==> src/rtl/dpe_demux_if.sv <==
// dpe_if: AXI-Stream style bus used on every port of the DPE datapath.
// master drives data/valid and samples tready; slave does the opposite.
interface dpe_if #(
  parameter int TDATA_WIDTH = 128,
  parameter int TUSER_WIDTH = 5
);
  logic [TDATA_WIDTH-1:0]   tdata;
  logic [TDATA_WIDTH/8-1:0] tkeep;
  logic [TUSER_WIDTH-1:0]   tuser;
  logic                     tlast;
  logic                     tvalid;
  logic                     tready;

  modport master (
    output tdata,
    output tkeep,
    output tuser,
    output tlast,
    output tvalid,
    input  tready
  );

  modport slave (
    input  tdata,
    input  tkeep,
    input  tuser,
    input  tlast,
    input  tvalid,
    output tready
  );
endinterface

==> src/rtl/dpe_demux.sv <==
// dpe_demux: routes each packet from one dpe_if input to any subset of five
// dpe_if outputs, selected by the destination mask in tuser[4:0] of the first
// beat. Each output has a single registered stage; broadcast beats advance
// only when every selected output can take them, so the ports stay aligned.
//
// Build option: define DPE_DEMUX_DROP_EN to silently consume packets whose
// first-beat mask is zero. Without it a zero mask is steered to outp0.
module dpe_demux #(
  parameter int TDATA_WIDTH = 128,
  parameter int TUSER_WIDTH = 5
) (
  input  logic  clk,
  input  logic  rst,
  dpe_if.slave  inp,
  dpe_if.master outp0,
  dpe_if.master outp1,
  dpe_if.master outp2,
  dpe_if.master outp3,
  dpe_if.master outp4
);
  localparam int NPORTS      = 5;
  localparam int TKEEP_WIDTH = TDATA_WIDTH / 8;

  logic                    sop;
  logic [NPORTS-1:0]       latched_mask;
  logic [NPORTS-1:0]       sop_mask;
  logic [NPORTS-1:0]       cur_mask;
  logic [NPORTS-1:0]       out_ready;
  logic [NPORTS-1:0]       out_valid;
  logic [NPORTS-1:0]       can_load;
  logic [NPORTS-1:0]       out_last;
  logic [TDATA_WIDTH-1:0]  out_data [NPORTS];
  logic [TKEEP_WIDTH-1:0]  out_keep [NPORTS];
  logic [TUSER_WIDTH-1:0]  out_user [NPORTS];
  logic                    accept;

  assign out_ready = {outp4.tready, outp3.tready, outp2.tready,
                      outp1.tready, outp0.tready};

  // An output register can take a new beat when it is empty or draining now.
  assign can_load = ~out_valid | out_ready;

  // Routing mask: taken from tuser on the first beat, held for the rest.
  always_comb begin
    sop_mask = inp.tuser[NPORTS-1:0];
`ifndef DPE_DEMUX_DROP_EN
    if (sop_mask == '0) begin
      sop_mask = {{(NPORTS-1){1'b0}}, 1'b1};
    end
`endif
    cur_mask = sop ? sop_mask : latched_mask;
  end

  // Unselected ports never block; a zero mask (drop build) accepts freely.
  assign inp.tready = !rst && (&(can_load | ~cur_mask));
  assign accept     = inp.tvalid && inp.tready;

  // Packet framing: track start-of-packet and remember the mask it chose.
  always_ff @(posedge clk) begin
    if (rst) begin
      sop          <= 1'b1;
      latched_mask <= '0;
    end else if (accept) begin
      sop <= inp.tlast;
      if (sop) begin
        latched_mask <= sop_mask;
      end
    end
  end

  // Per-port output registers: load on accept when selected, else drain.
  always_ff @(posedge clk) begin
    if (rst) begin
      out_valid <= '0;
      out_last  <= '0;
      for (int k = 0; k < NPORTS; k++) begin
        out_data[k] <= '0;
        out_keep[k] <= '0;
        out_user[k] <= '0;
      end
    end else begin
      for (int k = 0; k < NPORTS; k++) begin
        if (accept && cur_mask[k]) begin
          out_valid[k] <= 1'b1;
          out_last[k]  <= inp.tlast;
          out_data[k]  <= inp.tdata;
          out_keep[k]  <= inp.tkeep;
          out_user[k]  <= inp.tuser;
        end else if (out_valid[k] && out_ready[k]) begin
          out_valid[k] <= 1'b0;
        end
      end
    end
  end

  assign outp0.tvalid = out_valid[0];
  assign outp0.tlast  = out_last[0];
  assign outp0.tdata  = out_data[0];
  assign outp0.tkeep  = out_keep[0];
  assign outp0.tuser  = out_user[0];

  assign outp1.tvalid = out_valid[1];
  assign outp1.tlast  = out_last[1];
  assign outp1.tdata  = out_data[1];
  assign outp1.tkeep  = out_keep[1];
  assign outp1.tuser  = out_user[1];

  assign outp2.tvalid = out_valid[2];
  assign outp2.tlast  = out_last[2];
  assign outp2.tdata  = out_data[2];
  assign outp2.tkeep  = out_keep[2];
  assign outp2.tuser  = out_user[2];

  assign outp3.tvalid = out_valid[3];
  assign outp3.tlast  = out_last[3];
  assign outp3.tdata  = out_data[3];
  assign outp3.tkeep  = out_keep[3];
  assign outp3.tuser  = out_user[3];

  assign outp4.tvalid = out_valid[4];
  assign outp4.tlast  = out_last[4];
  assign outp4.tdata  = out_data[4];
  assign outp4.tkeep  = out_keep[4];
  assign outp4.tuser  = out_user[4];
endmodule

==> src/flat_wrapper.sv <==
// flat-port wrapper written by rule: the top's interface ports become plain ports
module dpe_demux_flat 
#(
  parameter int TDATA_WIDTH = 128,
  parameter int TUSER_WIDTH = 5
)
  (clk, rst, inp_tdata, inp_tkeep, inp_tuser, inp_tlast, inp_tvalid, inp_tready, outp0_tdata, outp0_tkeep, outp0_tuser, outp0_tlast, outp0_tvalid, outp0_tready, outp1_tdata, outp1_tkeep, outp1_tuser, outp1_tlast, outp1_tvalid, outp1_tready, outp2_tdata, outp2_tkeep, outp2_tuser, outp2_tlast, outp2_tvalid, outp2_tready, outp3_tdata, outp3_tkeep, outp3_tuser, outp3_tlast, outp3_tvalid, outp3_tready, outp4_tdata, outp4_tkeep, outp4_tuser, outp4_tlast, outp4_tvalid, outp4_tready);
  dpe_if #(.TDATA_WIDTH(TDATA_WIDTH), .TUSER_WIDTH(TUSER_WIDTH)) inp_i ();
  dpe_if #(.TDATA_WIDTH(TDATA_WIDTH), .TUSER_WIDTH(TUSER_WIDTH)) outp0_i ();
  dpe_if #(.TDATA_WIDTH(TDATA_WIDTH), .TUSER_WIDTH(TUSER_WIDTH)) outp1_i ();
  dpe_if #(.TDATA_WIDTH(TDATA_WIDTH), .TUSER_WIDTH(TUSER_WIDTH)) outp2_i ();
  dpe_if #(.TDATA_WIDTH(TDATA_WIDTH), .TUSER_WIDTH(TUSER_WIDTH)) outp3_i ();
  dpe_if #(.TDATA_WIDTH(TDATA_WIDTH), .TUSER_WIDTH(TUSER_WIDTH)) outp4_i ();
  input  logic clk;
  input  logic rst;
  input wire logic [$bits(inp_i.tdata)-1:0] inp_tdata;
  input wire logic [$bits(inp_i.tkeep)-1:0] inp_tkeep;
  input wire logic [$bits(inp_i.tuser)-1:0] inp_tuser;
  input wire logic [$bits(inp_i.tlast)-1:0] inp_tlast;
  input wire logic [$bits(inp_i.tvalid)-1:0] inp_tvalid;
  output wire logic [$bits(inp_i.tready)-1:0] inp_tready;
  output wire logic [$bits(outp0_i.tdata)-1:0] outp0_tdata;
  output wire logic [$bits(outp0_i.tkeep)-1:0] outp0_tkeep;
  output wire logic [$bits(outp0_i.tuser)-1:0] outp0_tuser;
  output wire logic [$bits(outp0_i.tlast)-1:0] outp0_tlast;
  output wire logic [$bits(outp0_i.tvalid)-1:0] outp0_tvalid;
  input wire logic [$bits(outp0_i.tready)-1:0] outp0_tready;
  output wire logic [$bits(outp1_i.tdata)-1:0] outp1_tdata;
  output wire logic [$bits(outp1_i.tkeep)-1:0] outp1_tkeep;
  output wire logic [$bits(outp1_i.tuser)-1:0] outp1_tuser;
  output wire logic [$bits(outp1_i.tlast)-1:0] outp1_tlast;
  output wire logic [$bits(outp1_i.tvalid)-1:0] outp1_tvalid;
  input wire logic [$bits(outp1_i.tready)-1:0] outp1_tready;
  output wire logic [$bits(outp2_i.tdata)-1:0] outp2_tdata;
  output wire logic [$bits(outp2_i.tkeep)-1:0] outp2_tkeep;
  output wire logic [$bits(outp2_i.tuser)-1:0] outp2_tuser;
  output wire logic [$bits(outp2_i.tlast)-1:0] outp2_tlast;
  output wire logic [$bits(outp2_i.tvalid)-1:0] outp2_tvalid;
  input wire logic [$bits(outp2_i.tready)-1:0] outp2_tready;
  output wire logic [$bits(outp3_i.tdata)-1:0] outp3_tdata;
  output wire logic [$bits(outp3_i.tkeep)-1:0] outp3_tkeep;
  output wire logic [$bits(outp3_i.tuser)-1:0] outp3_tuser;
  output wire logic [$bits(outp3_i.tlast)-1:0] outp3_tlast;
  output wire logic [$bits(outp3_i.tvalid)-1:0] outp3_tvalid;
  input wire logic [$bits(outp3_i.tready)-1:0] outp3_tready;
  output wire logic [$bits(outp4_i.tdata)-1:0] outp4_tdata;
  output wire logic [$bits(outp4_i.tkeep)-1:0] outp4_tkeep;
  output wire logic [$bits(outp4_i.tuser)-1:0] outp4_tuser;
  output wire logic [$bits(outp4_i.tlast)-1:0] outp4_tlast;
  output wire logic [$bits(outp4_i.tvalid)-1:0] outp4_tvalid;
  input wire logic [$bits(outp4_i.tready)-1:0] outp4_tready;
  assign inp_i.tdata = inp_tdata;
  assign inp_i.tkeep = inp_tkeep;
  assign inp_i.tuser = inp_tuser;
  assign inp_i.tlast = inp_tlast;
  assign inp_i.tvalid = inp_tvalid;
  assign inp_tready = inp_i.tready;
  assign outp0_tdata = outp0_i.tdata;
  assign outp0_tkeep = outp0_i.tkeep;
  assign outp0_tuser = outp0_i.tuser;
  assign outp0_tlast = outp0_i.tlast;
  assign outp0_tvalid = outp0_i.tvalid;
  assign outp0_i.tready = outp0_tready;
  assign outp1_tdata = outp1_i.tdata;
  assign outp1_tkeep = outp1_i.tkeep;
  assign outp1_tuser = outp1_i.tuser;
  assign outp1_tlast = outp1_i.tlast;
  assign outp1_tvalid = outp1_i.tvalid;
  assign outp1_i.tready = outp1_tready;
  assign outp2_tdata = outp2_i.tdata;
  assign outp2_tkeep = outp2_i.tkeep;
  assign outp2_tuser = outp2_i.tuser;
  assign outp2_tlast = outp2_i.tlast;
  assign outp2_tvalid = outp2_i.tvalid;
  assign outp2_i.tready = outp2_tready;
  assign outp3_tdata = outp3_i.tdata;
  assign outp3_tkeep = outp3_i.tkeep;
  assign outp3_tuser = outp3_i.tuser;
  assign outp3_tlast = outp3_i.tlast;
  assign outp3_tvalid = outp3_i.tvalid;
  assign outp3_i.tready = outp3_tready;
  assign outp4_tdata = outp4_i.tdata;
  assign outp4_tkeep = outp4_i.tkeep;
  assign outp4_tuser = outp4_i.tuser;
  assign outp4_tlast = outp4_i.tlast;
  assign outp4_tvalid = outp4_i.tvalid;
  assign outp4_i.tready = outp4_tready;
  dpe_demux #(.TDATA_WIDTH(TDATA_WIDTH), .TUSER_WIDTH(TUSER_WIDTH)) u_core (.clk(clk), .rst(rst), .inp(inp_i), .outp0(outp0_i), .outp1(outp1_i), .outp2(outp2_i), .outp3(outp3_i), .outp4(outp4_i));
endmodule
==> config.mk <==
export PLATFORM = sky130hd
export DESIGN_NAME = dpe_demux_flat
export DESIGN_NICKNAME = d
export VERILOG_FILES = /design/src/rtl/dpe_demux_if.sv /design/src/rtl/dpe_demux.sv /design/src/flat_wrapper.sv
export SDC_FILE = /design/constraint.sdc
export NUM_CORES = 1
export LEC_CHECK = 0
export BUFFER_PORTS_ARGS = -buffer_cell sky130_fd_sc_hd__buf_2
export CORE_AREA = 3 3 351 353
export DETAILED_ROUTE_END_ITERATION = 10
export DIE_AREA = 0 0 354 356
export PLACE_DENSITY = 0.49
export SYNTH_ARGS = -nofsm -noshare
export SYNTH_HDL_FRONTEND = slang
export SYNTH_SLANG_ARGS = --single-unit
==> constraint.sdc <==
create_clock -name clk -period 20.5 [get_ports clk]
set_clock_uncertainty 0.1 [all_clocks]
set_input_delay 6.15 -clock clk [delete_from_list [all_inputs] [get_ports clk]]
set_output_delay 6.15 -clock clk [all_outputs]
set_load 0.01 [all_outputs]
# Word level (Yosys, flattened, before mapping)
# Memories as Yosys holds them, arrays and structs flattened.
# Index checks and enable logic that the tools add are counted.
[totals]
elab_cells = 98
latchBits = 0
inputBits = 158
out_inout_bits = 756
ram_bits = 745
n_memories = 3
regBits = 16
mem_bits_ro = 0
[classes]
n_bitwise = 19
n_shift = 0
reduce_logical = 20
n_div = 0
n_addsub = 0
magnitude_cmp = 0
mul = 0
n_mux = 44
n_eq_ne = 0
[memory_table]
columns = ["name", "depth", "word_bits", "rd", "rd_ports_with_merged_regs", "write_ports", "line", "source"]
rows = [
  ["u_core.out_data", 5, 128, 5, 0, 5, "dpe_demux.sv:32", "logic [TDATA_WIDTH-1:0] out_data [NPORTS];"],
  ["u_core.out_keep", 5, 16, 5, 0, 5, "dpe_demux.sv:33", "logic [TKEEP_WIDTH-1:0] out_keep [NPORTS];"],
  ["u_core.out_user", 5, 5, 5, 0, 5, "dpe_demux.sv:34", "logic [TUSER_WIDTH-1:0] out_user [NPORTS];"],
]
[op_table]
columns = ["op", "n"]
rows = [
  ["128-bit two-way mux", 5],
  ["16-bit two-way mux", 5],
  ["5-bit two-way mux", 7],
  ["1-bit two-way mux", 27],
  ["1-bit bitwise OR", 15],
  ["1-bit logical AND", 12],
  ["5-bit NOT", 2],
  ["5-bit bitwise OR", 2],
  ["2-bit nonzero test", 5],
  ["5-bit logical NOT", 1],
  ["5-bit AND reduction", 1],
  ["1-bit logical NOT", 1],
]

# Logic depth before layout (Yosys ltp)
# Gate-level depths: netlist (run 1).
[depth]
depth_word = 13
depth_mapped = 8
ltp_nobuf = 5

# Least setup slack after synthesis (run 1)
# Ideal clock, no wire load.
[synth_path]
path_kind = "input to register"
from = "input port inp_tuser[3]"
to = "memory u_core.out_data[1][0] (netlist: u_core.out_data[0][128]), enable pin"
setup_ps = 689
stages = 5
slack_ps = 5845
t_arrival_ps = 13866
t_required_ps = 19711
n_path_buf = 0
path_cell_list = "mux2i_1 -> o22ai_2 -> nor2_1 -> nand3b_1 -> o21bai_1"
[synth_rtl]
columns = ["element", "line", "source"]
rows = [
  ["start, declared", "flat_wrapper.sv:18", "input wire logic [$bits(inp_i.tuser)-1:0] inp_tuser;"],
  ["end, declared", "dpe_demux.sv:32", ""],
]

# Worst setup path after layout (run 1)
[layout_path]
from = "input port inp_tuser[3]"
to = "output port inp_tready"
[layout_between]
elab_chain_len = 7
[layout_lines]
columns = ["element", "line", "source"]
rows = [
  ["5-bit logical NOT", "dpe_demux.sv:47", "if (sop_mask == '0) begin"],
  ["5-bit two-way mux *", "dpe_demux.sv:47", ""],
  ["5-bit two-way mux *", "dpe_demux.sv:51", "cur_mask = sop ? sop_mask : latched_mask;"],
  ["5-bit NOT *", "dpe_demux.sv:55", "assign inp.tready = !rst && (&(can_load | ~cur_mask));"],
  ["5-bit bitwise OR *", "dpe_demux.sv:55", ""],
  ["5-bit AND reduction *", "dpe_demux.sv:55", ""],
  ["1-bit logical AND *", "dpe_demux.sv:55", ""],
  ["end, declared", "flat_wrapper.sv:21", "output wire logic [$bits(inp_i.tready)-1:0] inp_tready;"],
]
# Mark *: on every way between the ends. The rest lies on a longest branch, timed or not.

==> impl_metrics.json, run 1 <==
{
  "status": "completed",
  "cts.reportedPaths.clkPinSlew_ns": 0.06,
  "ant_nets": 0,
  "startpoint_type": "input pin",
  "die_h_um": 356,
  "synthSimpleGateAreaFrac": 0.0571,
  "yosys.cell_types.count": 34,
  "total_power_w": 0.00370,
  "finalMaxSlewViolations": 0,
  "critPathCaptureType": "output port",
  "setup_tns_ns": 0,
  "io_pins": 914,
  "num_rows": 127,
  "initial_utilization": 0.206,
  "swShare": 0.237,
  "path_max_fanout": 4,
  "timing.fmax_ghz": 0.0727,
  "htreeDepth": 3,
  "cts_setup_buffers": 0,
  "grt_overflow_total": 0,
  "avgSynthCellArea_um2": 24.8,
  "tightestPinTransition_ns": 0.963,
  "cts_resized": 0,
  "root_buffer": "clkbuf_16",
  "peakVddDrop_uv": 77.0,
  "clockBufferDepth": 3,
  "syn_inst": 997,
  "syn_area_um2": 24700,
  "crit_arrival_ns": 7.50,
  "synth_top_flop_cell": "edfxtp_1",
  "yosys.area.top_type": "edfxtp_1",
  "min_from": "u_core.out_last[4]",
  "gp_congestion": 0.848,
  "post_drt_wl_per_cell_um": 20.6,
  "synth_compound_area_frac": 0.00740,
  "async_reset_ff_frac": 0,
  "grt_use_total": 0.114,
  "yosys.area_share.xor_xnor": 0,
  "grt_pass1_vias": 14000,
  "synth_fp_nets": 1155,
  "fin_crit_ns": 13.75,
  "syn_to_final_growth_pct": 37.1,
  "fin_nets": 2151,
  "slew_headroom": 0.358,
  "core_um2": 120000,
  "drt_iter0_markers": 818,
  "synthAdderAreaFrac": 0,
  "period_share": 0.671,
  "reg2reg_slack_ns": 15.71,
  "maxCapViolCount": 0,
  "r2r-start": "u_core.sop",
  "seqPwrFrac": 0.514,
  "worstSetupPathType": "in -> out",
  "die-area_um2": 126000,
  "antenna_found_initial": 4,
  "power_leakage_nw": 14.2,
  "crit_required_ns": 14.25,
  "r2r_cells": 7,
  "clock_power_share": 0.390,
  "clock_sinks": 761,
  "drc": 0,
  "holdPathEnd": "u_core.out_last[4]",
  "dp_hpwl_um": 53600,
  "routed_wl_um": 75700,
  "grt_max_degree": 64,
  "drtPass1Iterations": 5,
  "internal_power_w": 0.00282,
  "cts_hold_buffers": 0,
  "grt_pass1_wl_um": 104000,
  "insertion_delay_ns": 0.63,
  "synth_common_cells": "745 x edfxtp_1, 100 x and2_4, 49 x and2_1",
  "yosysMostFrequentCell": "edfxtp_1",
  "port_buffers": 913,
  "synth_edf_count": 745,
  "synthMuxAreaShare": 0.00481,
  "power.density_nw_per_um2": 109,
  "rsz0062_at_grt": "false",
  "numCtsBuffers": 82,
  "die_width_um": 354,
  "final_util": 0.282,
  "ys_ff_latch": 761,
  "ys_top_cells_by_area": "edfxtp_1 91%, and2_4 3.5%, dfxtp_1 1.3%",
  "hold_path_depth": 2,
  "switchingPower_w": 0.000877,
  "vias": 13500,
  "timing.rr.end": "u_core.out_data[0][590]",
  "drive_above_1_share": 0.562,
  "yosysWarningCount": 0,
  "hold_viol": 0,
  "cts_tree": "yes",
  "min_path_type": "reg -> reg",
  "yosys.area.top_type_share": 0.906,
  "synth_top_family_by_area": "simple AND/OR/NAND/NOR gates",
  "setup_violations": 0,
  "synth_seq_area_share": 0.919,
  "p_comb_frac": 0.096,
  "viasPerCell": 3.66
}
==> registers in the layout (all words and copies together), names as in the netlist <==
register and flops:
u_core.latched_mask 5, u_core.out_data 640, u_core.out_keep 80, u_core.out_last 5
u_core.out_user 25, u_core.out_valid 5, u_core.sop 1
==> metal layers <==
metal / vias up / part of all wire / global-route usage
met5: - / 0.00017 / 0
li1: 5888 / - / -
met1: 6804 / 0.36 / 0.124
met4: 2 / 0.025 / 0.0355
met3: 116 / 0.085 / 0.0407
met2: 642 / 0.53 / 0.205
==> power groups by stage <==
stage | Sequential, W | Clock (W) | Combinational [W]
3_3_place_gp | 0.00193 | 0 | 0.000365
6_report | 0.00190 | 0.00144 | 0.000355
5_1_grt | 0.00191 | 0.00156 | 0.000378
3_5_place_dp | 0.00194 | 0 | 0.000365
2_1_floorplan | 0.00203 | 0 | 0.0000782
4_1_cts | 0.00191 | 0.00149 | 0.000366
==> final cells by class <==
type / instances / area [um2]
clock buffer: 101 / 2160
sequential: 761 / 22700
multi-input combinational: 215 / 1760
clock inverter: 44 / 480
fill: 12100 / 86300
antenna: 5 / 12.5
tap: 1612 / 2020
inverter: 2 / 7.51
timing repair buffer: 931 / 4700
==> per-stage QoR <==
step,cells,area [um2],setup slack (ns),hold slack (ns)
after floorplan,997,24700,5.84,0.389
final,3671,33800,6.75,0.381
after CTS,3666,33800,6.74,0.383
after global placement,3521,31200,6.78,0.367
after global routing,3667,33800,6.65,0.412
after detailed placement,3521,31200,6.74,0.371
==> worst max path at each step <==
stage / startpoint / to / slack, ns
2_1_floorplan: inp_tuser[3] / u_core.out_data[0][128] / 5.84
3_3_place_gp: inp_tuser[3] / inp_tready / 6.78
3_5_place_dp: inp_tuser[3] / inp_tready / 6.74
4_1_cts: inp_tuser[3] / inp_tready / 6.74
5_1_grt: inp_tuser[3] / inp_tready / 6.65
6_report: inp_tuser[3] / inp_tready / 6.75
==> kinds of logic (layout without fill, tap and decap cells) <==
kind of cell / count (synthesis) / after routing
buf+inv: 21 / 1078
flops: 761 / 761
compound gates: 23 / 23
simple gates: 183 / 183
other cells: 0 / 5
mux: 9 / 9
==> worst max-delay path, stage by stage <==
cell	delay (ns)
buf_2	0.13
or4_4	0.56
a211oi_4	0.38
nor4_1	0.12
buf_2	0.17
==> cell usage in the layout, fill, tap and decap left out, types with 6 or more instances in the layout <==
master and count:
clkbuf_1 16, edfxtp_1 745, dfxtp_1 16, nand2b_1 11
buf_2 913, buf_4 18, mux2i_1 6, nor2_1 7
a21oi_1 7, clkbuf_16 83, bufinv_16 7, clkinv_1 21
and2_1 49, and2_4 100
Power figures use the tool's default switching activity.
==> inputs of run 2 (changes only) <==
- CORE_AREA: 3 3 351 353 -> 3 3 354 356
- DIE_AREA: 0 0 354 356 -> 0 0 357 359
- PLACE_DENSITY: 0.49 -> 0.48
- clock period: 20.5 -> 12.9 ns (I/O delays scaled with it)
==> run 2 against run 1 <==
- clock power is 54% higher
- global-route usage grew 0.14 points
- largest power group unchanged
- critical endpoint unchanged
- routed wire length up 1.7%
- power increased by 57%
- register-to-register slack got worse by 7.4 ns
- worst hold slack gained 0.0086 ns
- highest routed layer unchanged
==> impl_metrics.json, run 2 (same netlist as run 1, synthesis figures left out) <==
{
  "initial_utilization": 0.202,
  "hold_viol": 0,
  "cts_tree": "yes",
  "gp_congestion": 0.799,
  "largest-register": "u_core.out_data",
  "total_power_w": 0.00582,
  "drc": 0,
  "num_rows": 128,
  "grt_overflow_total": 0,
  "root_buffer": "clkbuf_16",
  "worstSetupPathType": "in -> out",
  "final_cell_mix": "913 x buf_2, 745 x edfxtp_1, 100 x and2_4",
  "die-area_um2": 128000,
  "largest_reg_flops": 640,
  "syn_to_final_growth_pct": 36.7,
  "reg2reg_slack_ns": 8.32,
  "min_from": "u_core.out_last[2]",
  "fin_crit_ns": 9.20,
  "numCtsBuffers": 81,
  "layout_setup_ws_ns": 3.70,
  "port_buffers": 913,
  "drive_above_1_share": 0.563,
  "slew_headroom": 0.365,
  "startpoint_type": "input pin",
  "cts_setup_buffers": 0,
  "crit_arrival_ns": 5.23,
  "setup_tns_ns": 0,
  "grt_max_degree": 81,
  "final_util": 0.277,
  "period_share": 0.713,
  "cts_hold_buffers": 0,
  "reg_top3": "u_core.out_data x640, u_core.out_keep x80, u_core.out_user x25",
  "r2r_cells": 7,
  "r2r-start": "u_core.sop",
  "crit_required_ns": 8.93,
  "fin_nets": 2148,
  "status": "completed",
  "rsz0062_at_grt": "false",
  "min_path_type": "reg -> reg",
  "die_h_um": 359,
  "timing.fmax_ghz": 0.109,
  "dp_hpwl_um": 54200,
  "critPathCaptureType": "output port",
  "tightestPinTransition_ns": 0.952,
  "htreeDepth": 3,
  "grt_pass1_vias": 14200,
  "hold_path_depth": 2,
  "antenna_found_initial": 8,
  "dp_cells": 3532,
  "peakVddDrop_uv": 128,
  "io_pins": 914,
  "ant_nets": 0,
  "drtPass1Iterations": 4,
  "die_width_um": 357,
  "power.density_nw_per_um2": 172,
  "cts.reportedPaths.clkPinSlew_ns": 0.05,
  "vias": 13300,
  "cts_resized": 0,
  "setup_violations": 0,
  "core_um2": 122000,
  "dp_slack_ns": 3.73,
  "holdPathEnd": "u_core.out_last[2]",
  "grt_pass1_wl_um": 107000,
  "viasPerCell": 3.62,
  "maxCapViolCount": 0,
  "fin_cells": 3680,
  "final_common_cell": "buf_2",
  "clock_sinks": 761,
  "drt_iter0_markers": 893,
  "timing.rr.end": "u_core.out_data[0][206]",
  "finalMaxSlewViolations": 0,
  "post_drt_wl_per_cell_um": 20.9,
  "power_leakage_nw": 14.2,
  "routed_wl_um": 77000,
  "grt_use_total": 0.115,
  "insertion_delay_ns": 0.62,
  "path_max_fanout": 4,
  "clockBufferDepth": 3
}
-- run 2: worst max-delay path by stage --
| stage | from | end | slack [ns] | cells past startpoint |
|---|---|---|---|---|
| floorplan | inp_tuser[3] | u_core.out_data[0][128] | 0.52 | 5 |
| global placement | inp_tuser[3] | inp_tready | 3.76 | 5 |
| CTS | inp_tuser[3] | inp_tready | 3.70 | 5 |
| detailed placement | inp_tuser[3] | inp_tready | 3.73 | 5 |
| finish | inp_tuser[3] | inp_tready | 3.70 | 5 |
| global route | inp_tuser[3] | inp_tready | 3.61 | 5 |
-- run 2: layout make-up --
cell class / instances / area (um2)
Antenna cell: 1 / 2.50
Clock buffer: 96 / 2130
Tap cell: 1625 / 2030
Sequential cell: 761 / 22700
Fill cell: 12400 / 88300
Multi-Input combinational cell: 215 / 1760
Clock inverter: 51 / 419
Timing Repair Buffer: 929 / 4710
Inverter: 2 / 7.51
-- run 2: critical path, stage by stage --
cell     delay (ns)
buf_2          0.13
mux2i_1        0.46
o22ai_2        0.24
nor4_1         0.33
buf_2          0.20
-- run 2: power breakdown --
part / internal (W) / switching, W / total (W)
Combinational: 0.000185 / 0.000380 / 0.000566
Clock: 0.00128 / 0.000942 / 0.00222
Sequential: 0.00296 / 0.0000643 / 0.00303
-- run 2: metrics by stage --
step                      instance area [um2]  hold WS (ns)
after floorplan                         24700         0.389
after global placement                  31200         0.380
after detailed placement                31200         0.380
after CTS                               33800         0.397
after global routing                    33800         0.409
final                                   33800         0.389
-- run 2: layer usage --
layer / wire length (um) / GRT usage / share of wire / up-vias
met5: 56 / 0 / 0.00073 / -
met4: 2370 / 0.0373 / 0.031 / 8
met3: 7600 / 0.0493 / 0.099 / 128
met2: 39300 / 0.203 / 0.51 / 637
met1: 27700 / 0.123 / 0.36 / 6661
li1: - / - / - / 5885
==> inputs of run 3 (changes only) <==
- CORE_AREA: 3 3 354 356 -> 3 3 352 354
- DIE_AREA: 0 0 357 359 -> 0 0 355 357
- PLACE_DENSITY: 0.48 -> 0.5
- clock period: 12.9 -> 8.31 ns (I/O delays scaled with it)
==> run 3 against run 2 <==
- final area increased by 0.91%
- critical path type unchanged
- setup slack got worse by 2.1 ns
- combinational power grew 57%
- final cell count increased by 0.38%
- largest cell class unchanged
- routed wire length down 2.6%
- first-iteration DRC count up 3.1%
- critical path depth unchanged
==> impl_metrics.json, run 3 (same netlist as run 1, synthesis figures left out) <==
{
  "status": "completed",
  "drc": 0,
  "crit_arrival_ns": 4.12,
  "num_rows": 128,
  "fin_area_um2": 34100,
  "hold_path_depth": 2,
  "finalMaxSlewViolations": 0,
  "slew_headroom": 0.346,
  "period_share": 0.808,
  "setup_violations": 0,
  "tightestPinTransition_ns": 0.979,
  "total_power_w": 0.00923,
  "rsz0062_at_grt": "false",
  "place_area_um2": 31300,
  "syn_to_final_growth_pct": 38.0,
  "gp_congestion": 0.762,
  "vias": 13200,
  "grt_pass1_wl_um": 102000,
  "cts_tree": "yes",
  "root_buffer": "clkbuf_16",
  "die_width_um": 355,
  "power.density_nw_per_um2": 271,
  "die_h_um": 357,
  "largest_reg_flops": 640,
  "drt_iter0_markers": 921,
  "cp_cell_sequence": "buf_2 > mux2i_1 > o22ai_2 > nor4_1 > buf_2",
  "core_um2": 121000,
  "io_pins": 914,
  "power_leakage_nw": 14.3,
  "insertion_delay_ns": 0.66,
  "cts.reportedPaths.clkPinSlew_ns": 0.06,
  "critPathCaptureType": "output port",
  "fin_crit_ns": 6.72,
  "routed_wl_um": 75000,
  "cpMaxStageDelayCell": "nor4_1",
  "cts_setup_buffers": 0,
  "clock_sinks": 761,
  "antenna_found_initial": 6,
  "grt_overflow_total": 0,
  "clockBufferDepth": 3,
  "timing.rr.end": "u_core.out_data[0][530]",
  "worstSetupPathType": "in -> out",
  "r2r_cells": 6,
  "cts_hold_buffers": 0,
  "numCtsBuffers": 85,
  "drive_above_1_share": 0.567,
  "grt_pass1_vias": 13100,
  "startpoint_type": "input pin",
  "die-area_um2": 127000,
  "path_max_fanout": 4,
  "final_common_cell": "buf_2",
  "cts_resized": 0,
  "htreeDepth": 3,
  "reg_top3": "u_core.out_data x640, u_core.out_keep x80, u_core.out_user x25",
  "maxCapViolCount": 0,
  "r2r-start": "u_core.sop",
  "peakVddDrop_uv": 167,
  "holdPathEnd": "u_core.out_last[2]",
  "grt_max_degree": 79,
  "initial_utilization": 0.203,
  "timing.fmax_ghz": 0.149,
  "drtPass1Iterations": 4,
  "reg2reg_slack_ns": 4.22,
  "min_from": "u_core.out_last[2]",
  "ant_nets": 0,
  "min_path_type": "reg -> reg",
  "final_cell_mix": "913 x buf_2, 745 x edfxtp_1, 100 x and2_4",
  "cp_common_cell": "buf_2",
  "hold_viol": 0,
  "slowest_delay_ns": 0.55,
  "crit_required_ns": 5.72,
  "largest-register": "u_core.out_data",
  "dp_hpwl_um": 52900,
  "viasPerCell": 3.57,
  "post_drt_wl_per_cell_um": 20.3,
  "fin_nets": 2153,
  "port_buffers": 913,
  "grt_use_total": 0.113
}
-- run 3: cell types whose count changed in the layout (fill, tap and decap cells not counted), moves of 2 or more --
cell	previous run	this run
diode_2	1	7
clkinv_1	22	12
clkbuf_1	13	17
buf_12	2	10
clkinv_16	0	2
clkinvlp_4	0	2
clkinv_8	4	1
clkbuf_16	83	86
clkinv_2	15	17
clkinv_4	2	4
inv_6	2	4
buf_4	14	7
-- run 3: worst max-delay path by stage --
stage / start / to
floorplan: inp_tuser[3] / u_core.out_data[0][128]
global placement: inp_tuser[3] / inp_tready
detailed placement: inp_tuser[3] / inp_tready
CTS: inp_tuser[3] / inp_tready
global route: inp_tuser[3] / inp_tready
finish: inp_tuser[3] / inp_tready
-- run 3: metrics by stage --
step | cells | util | setup TNS, ns | hold slack, ns | setup WS (ns)
after floorplan | 997 | - | -1602.14 | 0.389 | -2.69
after global placement | 3533 | 0.258 | 0 | 0.362 | 1.58
after detailed placement | 3533 | 0.258 | 0 | 0.363 | 1.57
after CTS | 3687 | 0.280 | 0 | 0.379 | 1.54
after global routing | 3688 | 0.280 | 0 | 0.396 | 1.50
final | 3694 | 0.281 | 0 | 0.379 | 1.59
-- run 3: final cells by class --
| type | instances | area (um2) |
|---|---|---|
| Clock inverter | 51 | 514 |
| Tap cell | 1625 | 2030 |
| Antenna cell | 7 | 17.5 |
| Sequential cell | 761 | 22700 |
| Fill cell | 12300 | 87300 |
| Inverter | 2 | 7.51 |
| Multi-Input combinational cell | 215 | 1760 |
| Clock buffer | 103 | 2220 |
| Timing Repair Buffer | 930 | 4820 |
-- run 3: per-layer routing --
layer / global-route usage / routed length, um / part of all wire / vias to the layer above
met5: 0 / 37 / 0.00049 / -
met4: 0.0506 / 2590 / 0.035 / 6
met3: 0.0424 / 6760 / 0.090 / 123
met2: 0.194 / 38300 / 0.51 / 612
met1: 0.124 / 27300 / 0.36 / 6561
li1: - / - / - / 5895
-- run 3: critical path: cells and delay by family --
family / cells / cell delay, ns
AND/OR/NAND/NOR: 1 / 0.55
multiplexers: 1 / 0.44
buffers and inverters: 2 / 0.39
AO/OA/AOI/OAI: 1 / 0.24
-- run 3: where the power goes --
group / internal [W] / switching [W] / leakage, nW
clock network: 0.00211 / 0.00155 / 1.34
logic: 0.000297 / 0.000593 / 4.98
registers: 0.00460 / 0.0000839 / 7.98
